## config.mk

```make
export PLATFORM = sky130hd
export DESIGN_NAME = prefix_add_seq_flat
export DESIGN_NICKNAME = d
export VERILOG_FILES = /design/src/rtl/prefix_add_pkg.sv /design/src/rtl/prefix_add_seq_if.sv /design/src/rtl/prefix_add16.sv /design/src/rtl/prefix_add_seq.sv /design/src/flat_wrapper.sv
export SDC_FILE = /design/constraint.sdc
export NUM_CORES = 1
export LEC_CHECK = 0
export BUFFER_PORTS_ARGS = -buffer_cell sky130_fd_sc_hd__buf_2
export CAP_MARGIN = 0
export CORE_ASPECT_RATIO = 1.75
export CORE_MARGIN = 2
export CORE_UTILIZATION = 40
export DETAILED_ROUTE_END_ITERATION = 8
export PLACE_DENSITY = 0.7
export SLEW_MARGIN = 5
export SYNTH_ARGS = -nofsm -noshare
export SYNTH_HDL_FRONTEND = slang
export SYNTH_SLANG_ARGS = --single-unit
export TNS_END_PERCENT = 10
```

## constraint.sdc

```tcl
create_clock -name clk -period 4.4 [get_ports clk]
set_clock_uncertainty 0.15 [all_clocks]
set_input_delay 0.88 -clock clk [delete_from_list [all_inputs] [get_ports clk]]
set_output_delay 0.88 -clock clk [all_outputs]
set_load 0.005 [all_outputs]
```

## src/rtl/prefix_add_pkg.sv

```systemverilog
// Shared constants, FSM state type and the generate/propagate dot operator.
// Purely declarative: no latency or backpressure of its own.
package prefix_add_pkg;

    localparam int DEF_WIDTH = 64;
    localparam int DEF_CHUNK = 16;

    typedef enum logic [1:0] {
        IDLE = 2'd0,
        RUN  = 2'd1,
        DONE = 2'd2
    } state_e;

    // Prefix dot cell: {g, p} = (g_hi, p_hi) o (g_lo, p_lo)
    function automatic logic [1:0] pg_dot(input logic g_hi, input logic p_hi,
                                          input logic g_lo, input logic p_lo);
        return {g_hi | (p_hi & g_lo), p_hi & p_lo};
    endfunction

endpackage

```

## src/rtl/prefix_add_seq_if.sv

```systemverilog
// Operand/result handshake bundle for prefix_add_seq; the sub signal exists only with SUB_EN.
// Both sides use valid/ready; slave is the adder side, master the producer/consumer side.
interface prefix_add_seq_if
    import prefix_add_pkg::*;
#(
    parameter int WIDTH = DEF_WIDTH
);
    logic             in_valid;
    logic             in_ready;
    logic [WIDTH-1:0] a;
    logic [WIDTH-1:0] b;
`ifdef SUB_EN
    logic             sub;
`endif
    logic             out_valid;
    logic             out_ready;
    logic [WIDTH-1:0] sum;
    logic             cout;

    modport slave (
        input  in_valid, a, b,
`ifdef SUB_EN
        input  sub,
`endif
        input  out_ready,
        output in_ready, out_valid, sum, cout
    );

    modport master (
        output in_valid, a, b,
`ifdef SUB_EN
        output sub,
`endif
        output out_ready,
        input  in_ready, out_valid, sum, cout
    );
endinterface

```

## src/rtl/prefix_add16.sv

```systemverilog
// 16-bit combinational Kogge-Stone adder with carry in/out, built from pg_dot cells.
// Zero latency, no handshake.
module prefix_add16
    import prefix_add_pkg::*;
(
    input  logic [15:0] a,
    input  logic [15:0] b,
    input  logic        cin,
    output logic [15:0] s,
    output logic        cout
);
    wire [15:0] g_l [0:4];
    wire [15:0] p_l [0:4];
    wire [16:0] c;

    assign g_l[0] = a & b;
    assign p_l[0] = a ^ b;

    for (genvar l = 1; l <= 4; l++) begin : g_lvl
        localparam int D = 1 << (l - 1);
        for (genvar i = 0; i < 16; i++) begin : g_bit
            if (i >= D) begin : g_dot
                assign {g_l[l][i], p_l[l][i]} =
                    pg_dot(g_l[l-1][i], p_l[l-1][i], g_l[l-1][i-D], p_l[l-1][i-D]);
            end else begin : g_pass
                assign g_l[l][i] = g_l[l-1][i];
                assign p_l[l][i] = p_l[l-1][i];
            end
        end
    end

    // Final group terms span bit 0..i, so cin folds in with one extra AND-OR per bit.
    assign c    = {g_l[4] | (p_l[4] & {16{cin}}), cin};
    assign s    = p_l[0] ^ c[15:0];
    assign cout = c[16];

endmodule

```

## src/rtl/prefix_add_seq.sv

```systemverilog
// Sequential WIDTH-bit add (sub with SUB_EN) through one CHUNK-bit prefix adder, one slice per cycle.
// Result valid WIDTH/CHUNK cycles after accept; held in DONE until out_ready, in_ready only in IDLE.
module prefix_add_seq
    import prefix_add_pkg::*;
#(
    parameter int WIDTH = DEF_WIDTH,
    parameter int CHUNK = DEF_CHUNK
)(
    input  logic            clk,
    input  logic            rst_n,
    prefix_add_seq_if.slave bus
);
    localparam int NS = WIDTH / CHUNK;
    localparam int KW = (NS > 1) ? $clog2(NS) : 1;

    if (((WIDTH % CHUNK) != 0) || (CHUNK != 16)) begin : g_bad_cfg
        $error("prefix_add_seq: WIDTH must be a multiple of CHUNK and CHUNK must be 16");
    end

    state_e           state_q, state_d;
    logic [KW-1:0]    k_q, k_d;
    logic [WIDTH-1:0] a_q, a_d;
    logic [WIDTH-1:0] b_q, b_d;
    logic [WIDTH-1:0] sum_q, sum_d;
    logic             carry_q, carry_d;
    logic             sub_q, sub_d;

    logic [CHUNK-1:0] a_sl, b_sl, s_sl;
    logic             co_sl;

    assign a_sl = a_q[k_q*CHUNK +: CHUNK];
    assign b_sl = b_q[k_q*CHUNK +: CHUNK] ^ {CHUNK{sub_q}};

    prefix_add16 u_add (
        .a    (a_sl),
        .b    (b_sl),
        .cin  (carry_q),
        .s    (s_sl),
        .cout (co_sl)
    );

    always_comb begin
        state_d = state_q;
        k_d     = k_q;
        a_d     = a_q;
        b_d     = b_q;
        sum_d   = sum_q;
        carry_d = carry_q;
        sub_d   = sub_q;
        unique case (state_q)
            IDLE: begin
                if (bus.in_valid) begin
                    a_d     = bus.a;
                    b_d     = bus.b;
`ifdef SUB_EN
                    sub_d   = bus.sub;
                    carry_d = bus.sub;
`else
                    sub_d   = 1'b0;
                    carry_d = 1'b0;
`endif
                    k_d     = '0;
                    state_d = RUN;
                end
            end
            RUN: begin
                sum_d[k_q*CHUNK +: CHUNK] = s_sl;
                carry_d = co_sl;
                k_d     = k_q + KW'(1);
                if (k_q == KW'(NS - 1)) begin
                    state_d = DONE;
                end
            end
            DONE: begin
                if (bus.out_ready) begin
                    state_d = IDLE;
                end
            end
            default: state_d = IDLE;
        endcase
    end

    always_ff @(posedge clk or negedge rst_n) begin
        if (!rst_n) begin
            state_q <= IDLE;
            k_q     <= '0;
            a_q     <= '0;
            b_q     <= '0;
            sum_q   <= '0;
            carry_q <= 1'b0;
            sub_q   <= 1'b0;
        end else begin
            state_q <= state_d;
            k_q     <= k_d;
            a_q     <= a_d;
            b_q     <= b_d;
            sum_q   <= sum_d;
            carry_q <= carry_d;
            sub_q   <= sub_d;
        end
    end

    assign bus.in_ready  = (state_q == IDLE);
    assign bus.out_valid = (state_q == DONE);
    assign bus.sum       = sum_q;
    assign bus.cout      = carry_q;

endmodule

```

## src/flat_wrapper.sv

```systemverilog
// flat-port wrapper written by rule: the top's interface ports become plain ports
module prefix_add_seq_flat import prefix_add_pkg::*;
#(
    parameter int WIDTH = DEF_WIDTH,
    parameter int CHUNK = DEF_CHUNK
)
  (clk, rst_n, bus_in_valid, bus_a, bus_b, bus_out_ready, bus_in_ready, bus_out_valid, bus_sum, bus_cout);
  prefix_add_seq_if #(.WIDTH(WIDTH)) bus_i ();
  input  logic clk;
  input  logic rst_n;
  input wire logic [$bits(bus_i.in_valid)-1:0] bus_in_valid;
  input wire logic [$bits(bus_i.a)-1:0] bus_a;
  input wire logic [$bits(bus_i.b)-1:0] bus_b;
  input wire logic [$bits(bus_i.out_ready)-1:0] bus_out_ready;
  output wire logic [$bits(bus_i.in_ready)-1:0] bus_in_ready;
  output wire logic [$bits(bus_i.out_valid)-1:0] bus_out_valid;
  output wire logic [$bits(bus_i.sum)-1:0] bus_sum;
  output wire logic [$bits(bus_i.cout)-1:0] bus_cout;
  assign bus_i.in_valid = bus_in_valid;
  assign bus_i.a = bus_a;
  assign bus_i.b = bus_b;
  assign bus_i.out_ready = bus_out_ready;
  assign bus_in_ready = bus_i.in_ready;
  assign bus_out_valid = bus_i.out_valid;
  assign bus_sum = bus_i.sum;
  assign bus_cout = bus_i.cout;
  prefix_add_seq #(.WIDTH(WIDTH), .CHUNK(CHUNK)) u_core (.clk(clk), .rst_n(rst_n), .bus(bus_i));
endmodule
```

==> results of run 1 <==
[per-layer routing]
metal  vias up  wire, um  global-route usage [%]
li1       2776         -                       -
met1      3081      8940                    22.4
met2       191     12300                    35.1
met3        31       961                    4.13
met4         0       703                    8.65
met5         -         0                       0
[cell type report]
| class | count | area (um2) |
|---|---|---|
| diodes | 2 | 5.00 |
| clock buffers | 19 | 443 |
| clock inverters | 11 | 223 |
| fillers | 1982 | 11100 |
| inverters | 4 | 15.0 |
| multi-input cells | 404 | 3890 |
| flip-flops and latches | 197 | 4930 |
| well taps | 296 | 370 |
| repair buffers | 212 | 1130 |
[cell families after synthesis]
logic type / Yosys count / share of synthesized area (%)
xor+xnor: 13 / 1.42
fa+ha+maj: 24 / 3.40
flops: 197 / 54.5
mux: 162 / 24.1
simple gates: 84 / 4.34
compound gates: 121 / 9.72
buf+inv: 40 / 2.48
[metrics by stage]
step / worst slack [ns] / hold slack, ns / total power, uW
2_1_floorplan: 1.01 / 0.320 / 7320
3_3_place_gp: 0.710 / 0.316 / 8740
3_5_place_dp: 0.675 / 0.320 / 8890
4_1_cts: 0.658 / 0.335 / 10700
5_1_grt: 0.352 / 0.363 / 11400
6_report: 0.715 / 0.335 / 10600
[power by group]
part / switching [uW] / leakage [uW] / internal, uW
Combinational: 3160 / 0.00234 / 2520
Clock: 687 / 0.000325 / 1080
Sequential: 545 / 0.00245 / 2600
Total: 4390 / 0.00512 / 6190
[Yosys cell counts, types with 2 or more instances]
| cell | count | area, um2 |
|---|---|---|
| nand2b_1 | 3 | 18.8 |
| mux4_2 | 32 | 721 |
| buf_4 | 2 | 15.0 |
| nor2_1 | 14 | 52.6 |
| o211ai_1 | 4 | 30.0 |
| nand2_2 | 2 | 12.5 |
| clkbuf_2 | 2 | 10.0 |
| o21ai_2 | 2 | 17.5 |
| a21oi_1 | 22 | 110 |
| ha_1 | 23 | 288 |
| dfrtp_1 | 197 | 4930 |
| nor2b_1 | 2 | 12.5 |
| o21ai_0 | 23 | 115 |
| nand2_1 | 41 | 154 |
| nand3_1 | 5 | 25.0 |
| xor2_1 | 3 | 26.3 |
| buf_2 | 21 | 105 |
| a31oi_1 | 2 | 12.5 |
| nand4_1 | 8 | 50.1 |
| xnor2_1 | 8 | 70.1 |
| a22o_1 | 45 | 394 |
| clkbuf_8 | 3 | 41.3 |
| a211o_1 | 4 | 35.0 |
| mux2_2 | 129 | 1450 |
| o21bai_1 | 2 | 15.0 |
| o21ai_1 | 6 | 30.0 |
| inv_1 | 4 | 15.0 |
| clkbuf_1 | 7 | 26.3 |
[worst max-delay path by stage]
stage / to / slack [ns] / cells past startpoint
6_report: u_core.bus.sum[13] / 0.72 / 9
5_1_grt: u_core.bus.sum[13] / 0.35 / 9
4_1_cts: u_core.bus.sum[13] / 0.66 / 9
3_5_place_dp: u_core.bus.cout / 0.67 / 8
3_3_place_gp: u_core.bus.cout / 0.71 / 9
2_1_floorplan: u_core.bus.sum[28] / 1.01 / 11
[worst min-delay path, stage by stage (launching register included)]
cell and delay, ns:
dfrtp_1 0.34, nand2_1 0.05, o21ai_0 0.06
[sequential cells by signal, indices dropped and copies added (netlist names)]
register and cells:
u_core.a_q 64, u_core.b_q 64, u_core.bus.sum 64, u_core.k_q 2, u_core.state_q 2, u_core.bus.cout 1
[cell usage in the layout, fill, tap and decap left out, types with 17 or more instances in the layout]
cell type,n
mux2_2,129
a22o_1,45
clkbuf_16,17
mux4_2,32
ha_1,23
nand2_1,41
buf_2,197
o21ai_0,23
dfrtp_1,195
a21oi_1,22
==> out/qor.json, run 1 <==
{
  "status": {
    "outcome": "finished clean"
  },
  "synth": {
    "asyncSetResetFlopFracSynth_pct": 100,
    "ys_dominant_reg_cell": "dfrtp_1",
    "seq_area_frac_synth_pct": 54.5,
    "synth-warning-count": 0,
    "synth.avg_cell_area_um2": 14.1,
    "synth-edff-count": 0,
    "synth_cells": 641,
    "post_syn_area_um2": 9050,
    "postSynthRegisterBits": 197,
    "synthDistinctLibCells": 53,
    "synth_nets": 797
  },
  "clock_tree": {
    "clk_transition_reported_paths_ns": 0.07,
    "worst_skew_pair.late_latency_ns": 0.44,
    "clock-sinks": 197,
    "ctsHoldBuffers": 0,
    "cts_buffer_depth": 2,
    "post-cts-setup-buffers": 0,
    "post_cts.resized_instances": 0,
    "cts_htree_levels": 4,
    "cts-buffers-inserted": 17,
    "tritoncts": "yes",
    "clock_tree.root_cell": "clkbuf_16"
  },
  "placed_design": {
    "dpl_cell_area_um2": 10300,
    "dpl.cell_count": 1113,
    "numPortBuffers": 198,
    "gp_congestion": 0.833,
    "dp_hpwl_um": 17200
  },
  "floorplanning": {
    "design.die.area_um2": 23900,
    "num_io_pins": 199,
    "die_h_um": 203,
    "die_x_um": 118,
    "initial_core_utilization_pct": 40.8,
    "placementRows": 72,
    "core_area_um2": 22200
  },
  "sta": {
    "setup_tns_ns": 0,
    "final_hold_viol_count": 0,
    "slew_viol_final": 0,
    "rsz0062_at_grt": "false",
    "post-route-period-util_pct": 83.7,
    "finalSetupViolations": 0,
    "max_slew.worst_pin.slew_ns": 1.15,
    "slew-limit-headroom_pct": 23.3,
    "achievable-frequency_ghz": 0.271,
    "period_minus_slack_ns": 3.68
  },
  "critical_path": {
    "worstSetupStartpointType": "register",
    "criticalPathCategory": "reg2reg",
    "crit_fanout": 21,
    "crit_path_top_delay_cell": "dfrtp_2",
    "critical_path.startpoint": "u_core.k_q[0]",
    "cpLargestDelayFamily": "flip-flops",
    "critical_path.max_stage_delay_ns": 0.83,
    "cp.required_ns": 4.62,
    "r2r.worst_path.cells": 9,
    "reg2reg_from": "u_core.k_q[0]",
    "cp_data_arrival_time_ns": 3.90,
    "crit_path_cell_trace": "buf_4 -> mux4_2 -> ha_1 -> a21oi_1 -> o21ai_0 -> nor4_1 -> nor2_1 -> xor2_1 -> a22o_1",
    "worstPathBufferInverterCount": 1,
    "rrSetupSlack_ns": 0.72,
    "worst_r2r_endpoint": "u_core.bus.sum[13]",
    "end_kind": "register"
  },
  "power": {
    "total_leakage_power_uw": 0.00512,
    "peakVddDrop_uv": 394,
    "pwr_density_cell_nw_per_um2": 961
  },
  "global_routing": {
    "grt_antenna_before_repair": 2,
    "grt_start_max_net_pins": 86,
    "global_route.usage.total_pct": 19.6,
    "wire_length_of_the_first_global_routing_pass_um": 35800,
    "grt_pass1_vias": 6444,
    "residual_overflow_from_global_routing": 0
  },
  "final_layout": {
    "fin_area_um2": 11000,
    "layoutNonFillerInstCount": 1145,
    "areaGrowthSynthToFinish_pct": 21.7,
    "layout.nets": 992,
    "final_util_pct": 49.7,
    "drive_above_1_share_pct": 49.7
  },
  "hold_path": {
    "classification_of_the_worst_slack_hold_path": "reg2reg",
    "hold_depth": 2,
    "hold_path_startpoint": "u_core.bus.sum[49]",
    "hold_end": "u_core.bus.sum[49]"
  },
  "drt": {
    "drt_first_iter_violations": 353,
    "avgViaCountPerCell": 5.31,
    "first_pass_iters": 4,
    "ant_nets": 0,
    "route.detailed.wl_per_inst_um": 20.0,
    "via_count": 6079,
    "wl_final_um": 22900,
    "detail_route.drc_violations": 0
  },
  "flow_run": {
    "max-cap-violations": 0
  }
}
No activity file was read; power rests on OpenSTA's default activity.
==> inputs of run 2 (changes only) <==
- ABC_AREA: unset -> 1
- PLACE_DENSITY: 0.7 -> 0.72
- clock period: 4.4 -> 3 ns (I/O delays scaled with it)
==> out/qor.json, run 2 <==
{
  "final_layout": {
    "layout.nets": 1575,
    "drive_above_1_share_pct": 20.5,
    "mostFrequentLayoutCells": "nand2_1, buf_2, dfrtp_1",
    "areaGrowthSynthToFinish_pct": 21.9,
    "insertedDiodeCount": 0,
    "final_common_cell": "nand2_1",
    "layoutNonFillerInstCount": 1739,
    "final_util_pct": 49.2
  },
  "drt": {
    "detail_route.drc_violations": 0,
    "drt_first_iter_violations": 696,
    "first_pass_iters": 5,
    "wl_final_um": 28600,
    "route.detailed.wl_per_inst_um": 16.5,
    "avgViaCountPerCell": 5.01,
    "via_count": 8721,
    "ant_nets": 0
  },
  "sta": {
    "slew-limit-headroom_pct": 57.5,
    "holdWs_ns": -0.00157,
    "achievable-frequency_ghz": 0.352,
    "fin_ws_ns": 0.163,
    "finalSetupViolations": 0,
    "period_minus_slack_ns": 2.84,
    "final_hold_viol_count": 1,
    "post-route-period-util_pct": 94.6,
    "slew_viol_final": 0,
    "max_slew.worst_pin.slew_ns": 0.637,
    "setup_tns_ns": 0
  },
  "global_routing": {
    "grt_start_max_net_pins": 130,
    "grt_antenna_before_repair": 0,
    "wire_length_of_the_first_global_routing_pass_um": 45700,
    "grt_pass1_vias": 8860,
    "global_route.usage.total_pct": 23.3,
    "residual_overflow_from_global_routing": 0
  },
  "clock_tree": {
    "ctsHoldBuffers": 0,
    "cts_htree_levels": 4,
    "worst_skew_pair.late_latency_ns": 0.45,
    "cts-buffers-inserted": 17,
    "clock-sinks": 197,
    "clock_tree.root_cell": "clkbuf_16",
    "clk_transition_reported_paths_ns": 0.07,
    "tritoncts": "yes",
    "cts_buffer_depth": 2
  },
  "synth": {
    "synth.avg_cell_area_um2": 7.78,
    "commonest_cells_post_synth": "nand2_1, dfrtp_1, nor2_1, o21ai_0, inv_1",
    "postSynthRegisterBits": 197,
    "synth_cells": 1232,
    "synth_nets": 1388,
    "synth_most_common_cell": "nand2_1",
    "synth-warning-count": 0,
    "ys_dominant_reg_cell": "dfrtp_1",
    "netlist.area_leader.share_pct": 51.4,
    "post_syn_area_um2": 9580,
    "synth.top_cells.by_area": "dfrtp_1, nand2_1, o21ai_0",
    "synth-edff-count": 0,
    "synthDistinctLibCells": 36,
    "asyncSetResetFlopFracSynth_pct": 100,
    "synth_top_cell_by_area": "dfrtp_1",
    "seq_area_frac_synth_pct": 51.4
  },
  "critical_path": {
    "cp-endpoint": "u_core.bus.sum[53]",
    "worst_r2r_endpoint": "u_core.bus.sum[53]",
    "criticalPathCategory": "reg2reg",
    "rrSetupSlack_ns": 0.16,
    "cp.required_ns": 3.24,
    "r2r.worst_path.cells": 14,
    "worstSetupStartpointType": "register",
    "reg2reg_from": "u_core.k_q[0]",
    "end_kind": "register",
    "critical_path.startpoint": "u_core.k_q[0]",
    "crit_fanout": 13,
    "cp_data_arrival_time_ns": 3.08
  },
  "floorplanning": {
    "die_h_um": 209,
    "placementRows": 75,
    "initial_core_utilization_pct": 40.4,
    "num_io_pins": 199,
    "die_x_um": 121,
    "design.die.area_um2": 25300,
    "core_area_um2": 23700
  },
  "status": {
    "failed_checks": "negative hold slack",
    "outcome": "finished, violations left"
  },
  "power": {
    "total_leakage_power_uw": 0.00649,
    "pwr_density_cell_nw_per_um2": 1370,
    "peakVddDrop_uv": 581,
    "finalPower_uw": 16000
  },
  "flow_run": {
    "max-cap-violations": 0
  },
  "hold_path": {
    "classification_of_the_worst_slack_hold_path": "in2async"
  },
  "placed_design": {
    "gp_congestion": 0.897,
    "numPortBuffers": 198,
    "dpl.cell_count": 1703,
    "place_ws_ns": 0.0928,
    "dp_hpwl_um": 21300
  }
}
==> run 2: changes by cell type after synthesis, moves of 38 or more <==
cell / change
mux2_2: -129
nor2_1: +79
o21ai_0: +62
inv_1: +50
nand2_1: +546
a22o_1: -38
==> run 2: worst max-delay path: stages, from the launching register on <==
cell and delay (ns):
dfrtp_2 0.46, inv_4 0.13, buf_4 0.21, o21ai_0 0.10, o22ai_1 0.19, ha_1 0.35
a21oi_2 0.23, nor2_1 0.06, nor2_1 0.11, nand2_2 0.09, xor2_1 0.27, nand2_1 0.11
nor2_1 0.18, nand2_1 0.08, nand2_1 0.06
==> run 2: worst min-delay path by stage <==
stage / startpoint / endpoint / slack (ns) / cells after the start
finish: rst_n / u_core.a_q[5] / -0.002 / 1
global route: rst_n / u_core.a_q[5] / 0.05 / 1
CTS: rst_n / u_core.a_q[5] / 0.02 / 1
detailed placement: u_core.bus.sum[43] / u_core.bus.sum[43] / 0.31 / 2
global placement: u_core.b_q[31] / u_core.b_q[31] / 0.31 / 2
floorplan: rst_n / u_core.a_q[0] / 0.15 / 0
==> run 2: per-layer routing <==
metal | global-route usage [%] | wire (um) | vias to the layer above
li1 | - | - | 4284
met3 | 3.11 | 1250 | 67
met5 | 0 | 0 | -
met1 | 26.9 | 10900 | 4090
met2 | 41.5 | 15200 | 280
met4 | 11.9 | 1280 | 0
==> run 2: power by group <==
| part | switching (uW) | total, uW | leakage, uW | internal (uW) |
|---|---|---|---|---|
| clock network | 1060 | 2380 | 0.000283 | 1320 |
| registers | 710 | 4480 | 0.00253 | 3770 |
| logic | 5920 | 9090 | 0.00368 | 3160 |
==> run 2: final cells by class <==
type / count / area (um2)
fillers: 2337 / 12100
flip-flops and latches: 197 / 4930
multi-input cells: 919 / 4220
repair buffers: 228 / 1330
clock buffers: 18 / 429
well taps: 308 / 385
inverters: 56 / 215
clock inverters: 13 / 174
==> run 2: repair_timing <==
item	in CTS	in global routing
buffers inserted	0	4
resized for setup	0	16
setup endpoints to repair	0	23
==> run 2: cells by family (layout without fill, tap and decap cells) <==
family / Yosys count / in the layout / synth area share [%]
buffers and inverters: 116 / 315 / 5.09
AND/OR/NAND/NOR: 741 / 741 / 31.0
XOR/XNOR: 6 / 6 / 0.548
adder cells (fa/ha/maj): 24 / 24 / 3.21
AO/OA/AOI/OAI: 148 / 148 / 8.74
flip-flops: 197 / 197 / 51.4
==> run 2: metrics by stage <==
step / area (um2) / hold WS (ns)
after global placement: 11000 / 0.308
final: 11700 / -0.00157
after CTS: 11600 / 0.0211
after detailed placement: 11000 / 0.309
after floorplan: 9580 / 0.154
after global routing: 11700 / 0.0468
